$ cat src/rtl/fp_addsub_pipe.sv
// Three-stage IEEE-754 adder/subtractor with parametrised exponent/fraction widths,
// round-to-nearest-even, flush-to-zero denormals and a single stall signal for the whole pipe.
module fp_addsub_pipe #(
    parameter int EXP_W = 8,
    parameter int MAN_W = 23,
    parameter int TAG_W = 4
) (
    input  logic                   clk,
    input  logic                   rst_n,
    input  logic                   in_valid,
    output logic                   in_ready,
    input  logic                   in_op,
    input  logic [EXP_W+MAN_W:0]   in_a,
    input  logic [EXP_W+MAN_W:0]   in_b,
    input  logic [TAG_W-1:0]       in_tag,
    output logic                   out_valid,
    input  logic                   out_ready,
    output logic [EXP_W+MAN_W:0]   out_s,
    output logic [TAG_W-1:0]       out_tag,
    output logic [3:0]             out_flags
);
    localparam int W  = 1 + EXP_W + MAN_W;
    localparam int SW = MAN_W + 4;   // {hidden, frac, G, R, S}
    localparam int NW = MAN_W + 5;   // carry + SW
    localparam int EW = EXP_W + 2;   // signed exponent headroom for normalisation
    localparam logic [W-1:0] QNAN = {1'b0, {EXP_W{1'b1}}, 1'b1, {(MAN_W-1){1'b0}}};

    typedef struct packed {
        logic              spec;
        logic [W-1:0]      spec_val;
        logic [3:0]        spec_flags;
        logic              sign;
        logic              sub;
        logic [EXP_W-1:0]  exp;
        logic [SW-1:0]     sig_l;
        logic [SW-1:0]     sig_r;
        logic [TAG_W-1:0]  tag;
    } s1_t;

    typedef struct packed {
        logic              spec;
        logic [W-1:0]      spec_val;
        logic [3:0]        spec_flags;
        logic              sign;
        logic [EXP_W-1:0]  exp;
        logic [NW-1:0]     sum;
        logic [TAG_W-1:0]  tag;
    } s2_t;

    logic advance;
    logic s1_valid_q, s1_valid_d, s2_valid_q, s2_valid_d, out_valid_q, out_valid_d;
    s1_t  s1_q, s1_d;
    s2_t  s2_q, s2_d;
    logic [W-1:0]     out_s_q, out_s_d;
    logic [TAG_W-1:0] out_tag_q, out_tag_d;
    logic [3:0]       out_flags_q, out_flags_d;

    logic                   a_s, b_s, a_zero, b_zero, a_nan, b_nan, a_inf, b_inf, a_snan, b_snan;
    logic [EXP_W-1:0]       a_e, b_e, l_e, r_e, shamt;
    logic [MAN_W-1:0]       a_f, b_f, l_f, r_f;
    logic [EXP_W+MAN_W-1:0] a_mag, b_mag;
    logic                   swap, l_s, r_zero, al_sticky, inf_sub;
    logic [MAN_W:0]         sig_r;
    logic [MAN_W+2:0]       ext, al_main;

    logic [EW-1:0]    lz, e_n, e_r;
    logic [SW-1:0]    norm;
    logic [MAN_W:0]   mant;
    logic [MAN_W+1:0] mant_r;
    logic             g_b, r_b, s_b, rnd;
    logic [MAN_W-1:0] frac;

    assign advance   = !out_valid_q || out_ready;
    assign in_ready  = advance;
    assign out_valid = out_valid_q;
    assign out_s     = out_s_q;
    assign out_tag   = out_tag_q;
    assign out_flags = out_flags_q;

    // S1: unpack, classify, order by magnitude, align the smaller operand
    always_comb begin
        a_s    = in_a[W-1];
        a_e    = in_a[W-2 -: EXP_W];
        a_f    = in_a[MAN_W-1:0];
        b_s    = in_b[W-1] ^ in_op;
        b_e    = in_b[W-2 -: EXP_W];
        b_f    = in_b[MAN_W-1:0];
        a_zero = (a_e == '0);
        b_zero = (b_e == '0);
        a_nan  = (&a_e) && (|a_f);
        b_nan  = (&b_e) && (|b_f);
        a_inf  = (&a_e) && !(|a_f);
        b_inf  = (&b_e) && !(|b_f);
        a_snan = a_nan && !a_f[MAN_W-1];
        b_snan = b_nan && !b_f[MAN_W-1];
        a_mag  = a_zero ? '0 : {a_e, a_f};
        b_mag  = b_zero ? '0 : {b_e, b_f};
        swap   = b_mag > a_mag;
        l_s    = swap ? b_s : a_s;
        l_e    = swap ? b_e : a_e;
        l_f    = swap ? b_f : a_f;
        r_e    = swap ? a_e : b_e;
        r_f    = swap ? a_f : b_f;
        r_zero = swap ? a_zero : b_zero;
        sig_r  = r_zero ? '0 : {1'b1, r_f};
        shamt  = l_e - r_e;
        ext    = {sig_r, 2'b00};
        if (int'(shamt) >= MAN_W + 3) begin
            al_main   = '0;
            al_sticky = |sig_r;
        end else begin
            al_main   = ext >> shamt;
            al_sticky = |(ext & ~({(MAN_W+3){1'b1}} << shamt));
        end
        inf_sub = a_inf && b_inf && (a_s != b_s);

        s1_valid_d = s1_valid_q;
        s1_d       = s1_q;
        if (advance) begin
            s1_valid_d      = in_valid;
            s1_d.spec       = 1'b1;
            s1_d.spec_val   = '0;
            s1_d.spec_flags = '0;
            if (a_nan || b_nan || inf_sub) begin
                s1_d.spec_val   = QNAN;
                s1_d.spec_flags = {a_snan || b_snan || inf_sub, 3'b000};
            end else if (a_inf) begin
                s1_d.spec_val = {a_s, {EXP_W{1'b1}}, {MAN_W{1'b0}}};
            end else if (b_inf) begin
                s1_d.spec_val = {b_s, {EXP_W{1'b1}}, {MAN_W{1'b0}}};
            end else if (a_zero && b_zero) begin
                s1_d.spec_val = {a_s && b_s, {(W-1){1'b0}}};
            end else begin
                s1_d.spec = 1'b0;
            end
            s1_d.sign  = l_s;
            s1_d.sub   = a_s != b_s;
            s1_d.exp   = l_e;
            s1_d.sig_l = {1'b1, l_f, 3'b000};
            s1_d.sig_r = {al_main, al_sticky};
            s1_d.tag   = in_tag;
        end
    end

    // S2: L >= R in magnitude, so the effective subtraction never goes negative
    always_comb begin
        s2_valid_d = s2_valid_q;
        s2_d       = s2_q;
        if (advance) begin
            s2_valid_d      = s1_valid_q;
            s2_d.spec       = s1_q.spec;
            s2_d.spec_val   = s1_q.spec_val;
            s2_d.spec_flags = s1_q.spec_flags;
            s2_d.sign       = s1_q.sign;
            s2_d.exp        = s1_q.exp;
            s2_d.tag        = s1_q.tag;
            s2_d.sum        = s1_q.sub ? ({1'b0, s1_q.sig_l} - {1'b0, s1_q.sig_r})
                                       : ({1'b0, s1_q.sig_l} + {1'b0, s1_q.sig_r});
        end
    end

    // S3: normalise, round to nearest even, detect range exceptions, pack
    always_comb begin
        lz = '0;
        for (int unsigned i = 0; i < NW - 1; i++) begin
            if (s2_q.sum[i]) lz = EW'(NW - 2 - i);
        end
        if (s2_q.sum[NW-1]) begin
            norm = {s2_q.sum[NW-1:2], s2_q.sum[1] | s2_q.sum[0]};
            e_n  = {2'b00, s2_q.exp} + EW'(1);
        end else begin
            norm = s2_q.sum[SW-1:0] << lz;
            e_n  = {2'b00, s2_q.exp} - lz;
        end
        mant   = norm[SW-1:3];
        g_b    = norm[2];
        r_b    = norm[1];
        s_b    = norm[0];
        rnd    = g_b && (r_b || s_b || mant[0]);
        mant_r = {1'b0, mant} + (MAN_W+2)'(rnd);
        e_r    = e_n + EW'(mant_r[MAN_W+1]);
        frac   = mant_r[MAN_W+1] ? mant_r[MAN_W:1] : mant_r[MAN_W-1:0];

        out_valid_d = out_valid_q;
        out_s_d     = out_s_q;
        out_tag_d   = out_tag_q;
        out_flags_d = out_flags_q;
        if (advance) begin
            out_valid_d = s2_valid_q;
            out_tag_d   = s2_q.tag;
            if (s2_q.spec) begin
                out_s_d     = s2_q.spec_val;
                out_flags_d = s2_q.spec_flags;
            end else if (s2_q.sum == '0) begin
                out_s_d     = '0;
                out_flags_d = '0;
            end else if (e_n[EW-1] || (e_n == '0)) begin
                out_s_d     = {s2_q.sign, {(W-1){1'b0}}};
                out_flags_d = 4'b0011;
            end else if (e_r >= EW'((1 << EXP_W) - 1)) begin
                out_s_d     = {s2_q.sign, {EXP_W{1'b1}}, {MAN_W{1'b0}}};
                out_flags_d = 4'b0101;
            end else begin
                out_s_d     = {s2_q.sign, e_r[EXP_W-1:0], frac};
                out_flags_d = {3'b000, g_b || r_b || s_b};
            end
        end
    end

    always_ff @(posedge clk or negedge rst_n) begin
        if (!rst_n) begin
            s1_valid_q  <= 1'b0;
            s2_valid_q  <= 1'b0;
            out_valid_q <= 1'b0;
            s1_q        <= '0;
            s2_q        <= '0;
            out_s_q     <= '0;
            out_tag_q   <= '0;
            out_flags_q <= '0;
        end else begin
            s1_valid_q  <= s1_valid_d;
            s2_valid_q  <= s2_valid_d;
            out_valid_q <= out_valid_d;
            s1_q        <= s1_d;
            s2_q        <= s2_d;
            out_s_q     <= out_s_d;
            out_tag_q   <= out_tag_d;
            out_flags_q <= out_flags_d;
        end
    end
endmodule

$ cat config.mk
export PLATFORM = sky130hd
export DESIGN_NAME = fp_addsub_pipe
export DESIGN_NICKNAME = d
export VERILOG_FILES = /design/src/rtl/fp_addsub_pipe.sv
export SDC_FILE = /design/constraint.sdc
export NUM_CORES = 1
export LEC_CHECK = 0
export ABC_AREA = 1
export CAP_MARGIN = 20
export CORE_MARGIN = 10
export CORE_UTILIZATION = 40
export DETAILED_ROUTE_END_ITERATION = 10
export PLACE_DENSITY = 0.64
export SLEW_MARGIN = 0
export SYNTH_ARGS = -nofsm -noshare
export SYNTH_HDL_FRONTEND = slang
export SYNTH_SLANG_ARGS = --single-unit
export TNS_END_PERCENT = 50
$ cat constraint.sdc
create_clock -name clk -period 13.8 [get_ports clk]
set_input_delay 2.07 -clock clk [delete_from_list [all_inputs] [get_ports clk]]
set_output_delay 2.07 -clock clk [all_outputs]
set_load 0.03 [all_outputs]
[Yosys cells after proc, flatten, opt, wreduce, memory -nomap -nowiden]
Cells that the tools add are included.
Operators by class
  bitwise operators: 4
  shift-type cells: 3
  $add $sub $neg: 7
  $lt $le $gt $ge: 3
  multiplexer cells: 59
  reductions and logical operators: 36
  equal/unequal tests: 1
Operators by type and width (count)
  2-to-1 mux 10 bit: 27
  2-to-1 mux 32 bit: 6
  2-to-1 mux 31 bit: 4
  2-to-1 mux 23 bit: 3
  OR reduction 23 bit: 2
  > comparator 31 bit: 1
  adder 27 x 27 -> 28 bit: 1
  logical NOT 28 bit: 1
  2-to-1 mux 28 bit: 1
  subtractor 27 x 27 -> 28 bit: 1
  2-to-1 mux 27 bit: 1
  << shifter 27 x 10 -> 27 bit: 1
  AND 26 bit: 1
  2-to-1 mux 26 bit: 1
  inverter 26 bit: 1
  OR reduction 26 bit: 1
  << shifter 26 x 8 -> 26 bit (first input constant): 1
  right shift 26 x 8 -> 26 bit: 1
  adder 24 x 1 -> 25 bit: 1
  2-to-1 mux 24 bit: 1
  OR reduction 24 bit: 1
  logical NOT 8 bit: 2
  2-to-1 mux 8 bit: 2
  AND reduction 8 bit: 2
  other kinds (17): 49
Word-level totals
  word-level logic and storage cells: 135
  bits of input ports: 73
  bits in registers: 223

[Depth between registers and ports, before layout]
Gate-level depths: netlist of the first run.
  depth in word-level cells: 39
  depth in mapped cells: 56
  mapped depth without buffers: 55

[Worst setup path after synthesis of the first run]
Ideal clock, no wire load.
  path kind: in2reg
  start point: in in_b[27]
  end point: reg s1_q[4] in the netlist's numbering
  buffers on the path: 1
  stages: 33
  slack: 7.756 ns
  arrival time: 5.923 ns
  path through: nor4_1 -> nand2_1 -> inv_2 -> clkbuf_1 -> nor2_1 -> ha_1 -> a21oi_1 -> nor2_1 -> o21a_1 -> o21bai_1 -> a21oi_1 -> o21ai_1 -> nand2_1 -> nand2_4 -> o21ai_0 -> ha_1 -> or2_1 -> a21oi_1 -> inv_1 -> nand2_1 -> nand2_1 -> nor2_2 -> inv_2 -> nor2_2 -> o21ai_0 -> nand2_1 -> nand2_1 -> nor2_1 -> nand2_1 -> nor2_1 -> nand3_1 -> o21bai_1 -> nand2_1
Between the ends
  word-level cells in the longest chain between the ends: 10
  elaborated cells between the ends (all ways): 16
  those cells by class: add/sub (1); order compare (2); shift (1); mux (7); bitwise (2); reduce/logical (3)
Ends and longest elaborated chain
  start, declared: line 14  | input logic [EXP_W+MAN_W:0] in_b,
  logical NOT 8 bit: line 89  | b_zero = (b_e == '0);
  2-to-1 mux 31 bit: line 97  | b_mag = b_zero ? '0 : {b_e, b_f};
  > comparator 31 bit: line 98  | swap = b_mag > a_mag;
  2-to-1 mux 8 bit, on equally long branches: line 100, 102
  subtractor 8 bit: line 106  | shamt = l_e - r_e;
  << shifter 26 x 8 -> 26 bit: line 113  | al_sticky = |(ext & ~({(MAN_W+3){1'b1}} << shamt));
  inverter 26 bit: line 113
  AND 26 bit: line 113
  OR reduction 26 bit: line 113
  2-to-1 mux 1 bit (*): line 108  | if (int'(shamt) >= MAN_W + 3) begin
  end signal, assigned: line 215  | s1_q <= '0;
  end signal, assigned: line 224  | s1_q <= s1_d;
  end, declared: line 52  | s1_t s1_q, s1_d;
Every way passes the cells marked *; elsewhere a longest branch is shown, timed or not.
A chain may end at the register's enable or synchronous reset.

[Worst setup path in the final report of the first run]
  start point: in in_a[25]
  end point: reg s1_q[23] in the netlist's numbering
Between the ends
  word-level cells in the longest chain between the ends: 7
  elaborated cells between the ends (all ways): 12
  those cells by class: add/sub (1); order compare (2); shift (1); mux (7); reduce/logical (1)
Ends and longest elaborated chain
  start, declared: line 13  | input logic [EXP_W+MAN_W:0] in_a,
  logical NOT 8 bit: line 88  | a_zero = (a_e == '0);
  2-to-1 mux 31 bit: line 96  | a_mag = a_zero ? '0 : {a_e, a_f};
  > comparator 31 bit: line 98
  2-to-1 mux 8 bit, or another cell as far along: line 100  | l_e = swap ? b_e : a_e;
  subtractor 8 bit / 2-to-1 mux 24 bit (equally long branches): line 106, 105
  right shift 26 x 8 -> 26 bit / greater-or-equal comparator 8 x 5 -> 1 bit (equally long branches): line 112, 108
  2-to-1 mux 26 bit (*): line 108
Marked as above.

==> reports/qor.yml, run 1 <==
status: "finished, final reports clean"
drt_wl_total_microns: 51570
ys_types: 52
grt_pass1_vias: 15550
synth.net_count: 2630
viasPerCell: 5.417
finalSetupViolations: 0
whs_ps: 456.4
grt_pass1_wl_microns: 83620
fin_crit_ps: 8745
p_clk_share_pct: 13.4
netSwitchingFraction_pct: 54.67
cpPeakStageDelay_ps: 680
ys_top_cells_by_area: "dfrtp_1 (26%), nand2_1 (18%), nand3_1 (11%), o21ai_0 (7.4%), ha_1 (7.4%)"
numCtsBuffers: 17
cts.clk_slew.worst_paths_ps: 70
gp_congestion: 0.9515
root_buffer: "clkbuf_16"
fp-row-count: 71
pin_count: 115
skew_ps: 11.98
layoutNonFillerInstCount: 3025
leakage_nw: 8.564
port_buffers: 114
hpwl_microns: 39760
power_mw: 3.626
crit_top_cell: "inv_1"
synthArstFlopShare_pct: 100.0
power.internal_mw: 1.644
p_sw_mw: 1.983
start_util_pct: 40.57
cellPowerDensity_nw_per_um2: 209.2
routedWlPerCell_microns: 17.05
slowest_stage: "nand2_4"
crit_required_ps: 14150
clk_latency_ps: 450
grt_usage_pct: 21.77
numClockSinks: 159
nets: 2667
synth_top_cell_area_share_pct: 25.97
syn_area_sq_um: 15320
fmax_mhz: 114.3
dieArea_sq_um: 46520
rsz0062_at_grt: "no"
end_kind: "register"
synth-edff-count: 0
diodes: 0
fp.dieW_microns: 215.7
combPwrFrac_pct: 65.0
grt_start_max_net_pins: 119
worstPathArrival_ps: 9090
ctsHoldBuffers: 0
crit_path_start_kind: "primary input"
yosys_most_used_dff: "dfrtp_1"
die_height_microns: 215.7
hp-class: "register to register"
place_inst: 2993
netlist_instances: 2464
fill_cells: 3977
yosys_warnings: 0
drt-initial-drc-count: 1349
post_cts_buffers: 0
critPathMaxFanout: 118
antenna_found_initial: 0
setup_tns_ps: 0
worst_pin_slew_ps: 1031
drive_gt1_share_pct: 4.813
yosysSeqAreaShare_pct: 25.97
cts_buffer_depth: 2
finalCritPeriodShare_pct: 63.37
drc: 0
path_class: "primary input to register"
routed-via-count: 16390
h-tree-depth: 4
post-synth-top-area-cell: "dfrtp_1"
ys_ff_latch: 159
finalMaxSlewViolations: 0
hold_viol: 0
postRouteAntennaNets: 0
drtPass1Iterations: 6
syn_area_per_cell_sq_um: 6.217
max_cap_viol_count: 0
post_cts_resized: 0
core_sq_um: 37760
pwr-share-seq_pct: 21.6
globalRouteOverflowTotal: 0
tritoncts: "yes"
ir_drop_mv: 0.09496
area_delta_synth_final_pct: 13.17
max_slew_margin_pct: 31.19
## area by class of cell
cell class	instances	area (sq um)	share of cell area, %
clock inverter	14	160.2	0.9239
sequential	159	3979	22.95
clock buffer	18	429.2	2.476
inverter	263	987.2	5.695
multi-input combinational	1930	9874	56.96
tap	511	639.4	3.688
timing repair buffer	130	1266	7.304
## critical path: cells and delay by family
family	cells	cell delay, ps
adder cells (fa/ha/maj)	2	550
AND/OR/NAND/NOR	13	2880
buffers and inverters	6	2100
AO/OA/AOI/OAI	10	1450
## flip-flops by register name, indices dropped and copies added, names as in the netlist
signal,flops
out_tag,4
out_flags,4
s2_valid_q,1
s1_valid_q,1
s2_q,46
out_valid,1
out_s,32
s1_q,70
## routing by layer
metal | share of wire (%) | up-vias | global-route usage [%]
met5 | 0 | - | 0
met4 | 2.1 | 0 | 6.219
met3 | 6.5 | 67 | 3.706
met2 | 44 | 554 | 33.95
met1 | 47 | 7565 | 30.20
li1 | - | 8201 | -
## final timing paths
| path | endpoint | cells after the start | startpoint | slack, ps |
|---|---|---|---|---|
| worst max-delay path | s1_q[23] | 31 | in_a[25] | 5050 |
| worst min-delay path | out_valid | 2 | s2_valid_q | 460 |
| worst max register to register | out_s[17] | 31 | s2_q[9] | 6820 |
| worst min register to register | out_valid | 2 | s2_valid_q | 460 |
| max in group asynchronous | s2_q[0] | 2 | rst_n | 10720 |
| min in group asynchronous | s2_q[19] | 1 | rst_n | 1700 |
## kinds of logic (layout without fill, tap and decap cells)
| logic type | count (synthesis) | in the layout | synth area share (%) |
|---|---|---|---|
| AND/OR/NAND/NOR | 1369 | 1369 | 39.00 |
| multiplexers | 1 | 1 | 0.06535 |
| flip-flops | 159 | 159 | 25.97 |
| adder cells (fa/ha/maj) | 93 | 93 | 7.694 |
| AO/OA/AOI/OAI | 413 | 413 | 14.56 |
| buffers and inverters | 375 | 425 | 9.614 |
| XOR/XNOR | 54 | 54 | 3.087 |
## power by group through the flow
stage / combinational (mW) / clock, mW / sequential (mW)
after global placement: 2.31 / 0 / 0.787
after detailed placement: 2.33 / 0 / 0.791
after global routing: 2.64 / 0.517 / 0.805
after floorplan: 1.61 / 0 / 0.845
after CTS: 2.34 / 0.497 / 0.783
final: 2.36 / 0.487 / 0.782
## cells in the mapped netlist (all sizes together), types with 8 or more instances
library cell / number
a21oi: 105
a31oi: 8
buf: 40
clkbuf: 72
dfrtp: 159
ha: 91
inv: 259
nand2: 766
nand3: 328
nand4: 47
nor2: 183
nor3: 20
nor4: 15
o21ai: 241
o21bai: 10
o22ai: 18
xnor2: 10
xor2: 44
## stage by stage
step	util, %	setup WS, ps	cell area, sq um
after floorplan	-	7756	15320
after global placement	44.32	4706	16730
after detailed placement	44.35	4735	16750
after CTS	45.92	5196	17340
after global routing	45.92	4451	17340
final	45.92	5055	17340
## cell usage in the layout (no fill, tap or decap), drive strengths merged, types with 8 or more instances in the layout
cell type	Yosys	layout
clkdlybuf4s50	0	113
o21ai	241	241
o22ai	18	18
nor3	20	20
dfrtp	159	159
buf	40	17
a31oi	8	8
a21oi	105	105
nand2	766	766
o21bai	10	10
inv	259	269
clkbuf	72	18
nand4	47	47
nor2	183	183
nand3	328	328
nor4	15	15
xnor2	10	10
ha	91	91
xor2	44	44
Note: power is estimated with default switching activity, not from simulation.
==> run 2: changes to the inputs <==
clock period = 8.3 ns   (was 13.8 ns; I/O delays follow)
==> run 2 against run 1 <==
Effect of this change: first-iteration DRC count is 19% higher; combinational power is 66% higher; clock skew is 1.8 ps higher; worst hold slack improved by 7.2 ps; final cell count increased by 0.17%.
==> reports/qor.yml, run 2 (synthesis results as in run 1) <==
r2r_start: "s2_q[6]"
grt_start_max_net_pins: 110  # -7.6%
routed-via-count: 16450  # +0.40%
postLayoutCoreUtil_pct: 46.12  # +0.21 points
drt-initial-drc-count: 1599  # +19%
grt_pass1_wl_microns: 83460  # -0.20%
crit_path_start_kind: "primary input"
endpoint: "s1_q[27]"
setup_tns_ps: 0  # unchanged
power_mw: 6.060  # +67%
final_common_cell: "nand2_1"
crit_required_ps: 8660  # -5490 ps
worstPathBufferInverterCount: 6  # unchanged
ir_drop_mv: 0.1989  # +110%
nets: 2672  # +0.19%
pwr-share-seq_pct: 21.4  # -0.2 points
tritoncts: "yes"
cts_buffer_depth: 2  # unchanged
worst_path_dominant_cell_family: "simple AND/OR/NAND/NOR gates"
end_kind: "register"
hp-class: "register to register"
drt_wl_total_microns: 52070  # +0.97%
drtPass1Iterations: 7  # +1
drive_gt1_share_pct: 5.042  # +0.23 points
whs_ps: 463.6  # +7.242 ps
postRouteAntennaNets: 0  # unchanged
die_height_microns: 215.7  # unchanged
place_inst: 2998  # +0.17%
numCtsBuffers: 17  # unchanged
layoutNonFillerInstCount: 3030  # +0.17%
routedWlPerCell_microns: 17.18  # +0.80%
core_sq_um: 37760  # unchanged
dieArea_sq_um: 46520  # unchanged
worst-r2r-cell-count: 49  # +58%
grt_usage_pct: 21.80  # +0.030 points
grt_pass1_vias: 15430  # -0.80%
h-tree-depth: 4  # unchanged
globalRouteOverflowTotal: 0  # unchanged
p_clk_share_pct: 13.9  # +0.5 points
post_cts_resized: 0  # unchanged
power.internal_mw: 2.745  # +67%
netSwitchingFraction_pct: 54.70  # about the same
root_buffer: "clkbuf_16"
finalCritPeriodShare_pct: 86.22
dp_slack_ps: 746.4  # -3988 ps
fill_cells: 3934  # -1.1%
fp-row-count: 71  # unchanged
r2r_slack_ps: 1460  # -5360 ps
start_util_pct: 40.57  # unchanged
gp_congestion: 0.9528  # +0.14%
status: "finished, final reports clean"
regToRegEndpoint: "out_s[3]"
slowest_stage: "inv_1"
post_cts_buffers: 0  # unchanged
rsz0062_at_grt: "no"
viasPerCell: 5.430  # +0.23%
cts.clk_slew.worst_paths_ps: 80  # about the same
area_delta_synth_final_pct: 13.68
port_buffers: 114  # unchanged
critPathMaxFanout: 29  # -75%
fin_ws_ps: 1144  # -3911 ps
final_area_sq_um: 17410  # +0.45%
combPwrFrac_pct: 64.7  # -0.3 points
max_cap_viol_count: 0  # unchanged
max_slew_margin_pct: 34.82  # +3.6 points
ctsHoldBuffers: 0  # unchanged
numClockSinks: 159  # unchanged
p_sw_mw: 3.314  # +67%
largest_register_ffs: 70  # unchanged
finalMaxSlewViolations: 0  # unchanged
worstPathArrival_ps: 7510  # -1580 ps
cellPowerDensity_nw_per_um2: 348.0  # +66%
crit_cells: 28  # -9.7%
cpPeakStageDelay_ps: 560  # -120 ps
hold_viol: 0  # unchanged
diodes: 0  # unchanged
finalSetupViolations: 0  # unchanged
worst_pin_slew_ps: 971.7  # -59.30 ps
antenna_found_initial: 0  # unchanged
regMostFlops: "s1_q"
clk_latency_ps: 450  # about the same
path_class: "primary input to register"
cp-startpoint: "in_a[26]"
fmax_mhz: 139.7
pin_count: 115  # unchanged
crit_top_cell: "inv_1"
skew_ps: 13.79  # +1.809 ps
leakage_nw: 8.602  # +0.45%
most-common-layout-cells: "nand2_1 (739), nand3_1 (324), inv_1 (243)"
hpwl_microns: 40350  # +1.5%
fp.dieW_microns: 215.7  # unchanged
dpl-instance-area_sq_um: 16780  # +0.20%
drc: 0  # unchanged
fin_crit_ps: 7156
run 2: cell count changes in the layout (fill, tap and decap cells not counted), sizes merged:
cell	previous run	this run
buf	17	22
clkbuf	18	17
inv	269	265
clkinv	6	11
run 2: area by class of cell:
cell class	count	area, sq um	share of cell area [%]
tap	511	639.4	3.672
multi-input combinational	1930	9874	56.70
sequential	159	3979	22.85
clock buffer	17	425.4	2.443
inverter	263	987.2	5.669
timing repair buffer	135	1300	7.465
clock inverter	15	209.0	1.200
run 2: power by group through the flow:
stage	combinational, mW	sequential (mW)	clock, mW
after floorplan	2.68	1.41	0
final	3.92	1.30	0.842
after detailed placement	3.88	1.31	0
after global placement	3.85	1.30	0
after CTS	3.90	1.30	0.860
after global routing	4.39	1.33	0.891
run 2: per-layer routing:
layer	GRT usage (%)	up-vias	wire length, microns
li1	-	8182	-
met1	29.77	7594	24110
met2	34.54	579	23470
met3	3.259	97	3149
met4	7.088	0	1338
met5	0	-	0
run 2: how the worst min path moves through the flow:
stage                     cells after the start       start   endpoint  slack [ps]
after detailed placement                      2  s2_valid_q  out_valid         450
final                                         2  s2_valid_q  out_valid         460
after floorplan                               2  s2_valid_q  out_valid         420
after global placement                        2  s2_valid_q  out_valid         440
after CTS                                     2  s2_valid_q  out_valid         470
after global routing                          2  s2_valid_q  out_valid         480
run 2: worst register-to-register path: cells and delay by family, from the launching register on:
| kind | cells | cell delay, ps |
|---|---|---|
| flops | 1 | 430 |
| compound gates | 3 | 590 |
| simple gates | 41 | 4880 |
| fa+ha+maj | 2 | 420 |
| buf+inv | 3 | 430 |
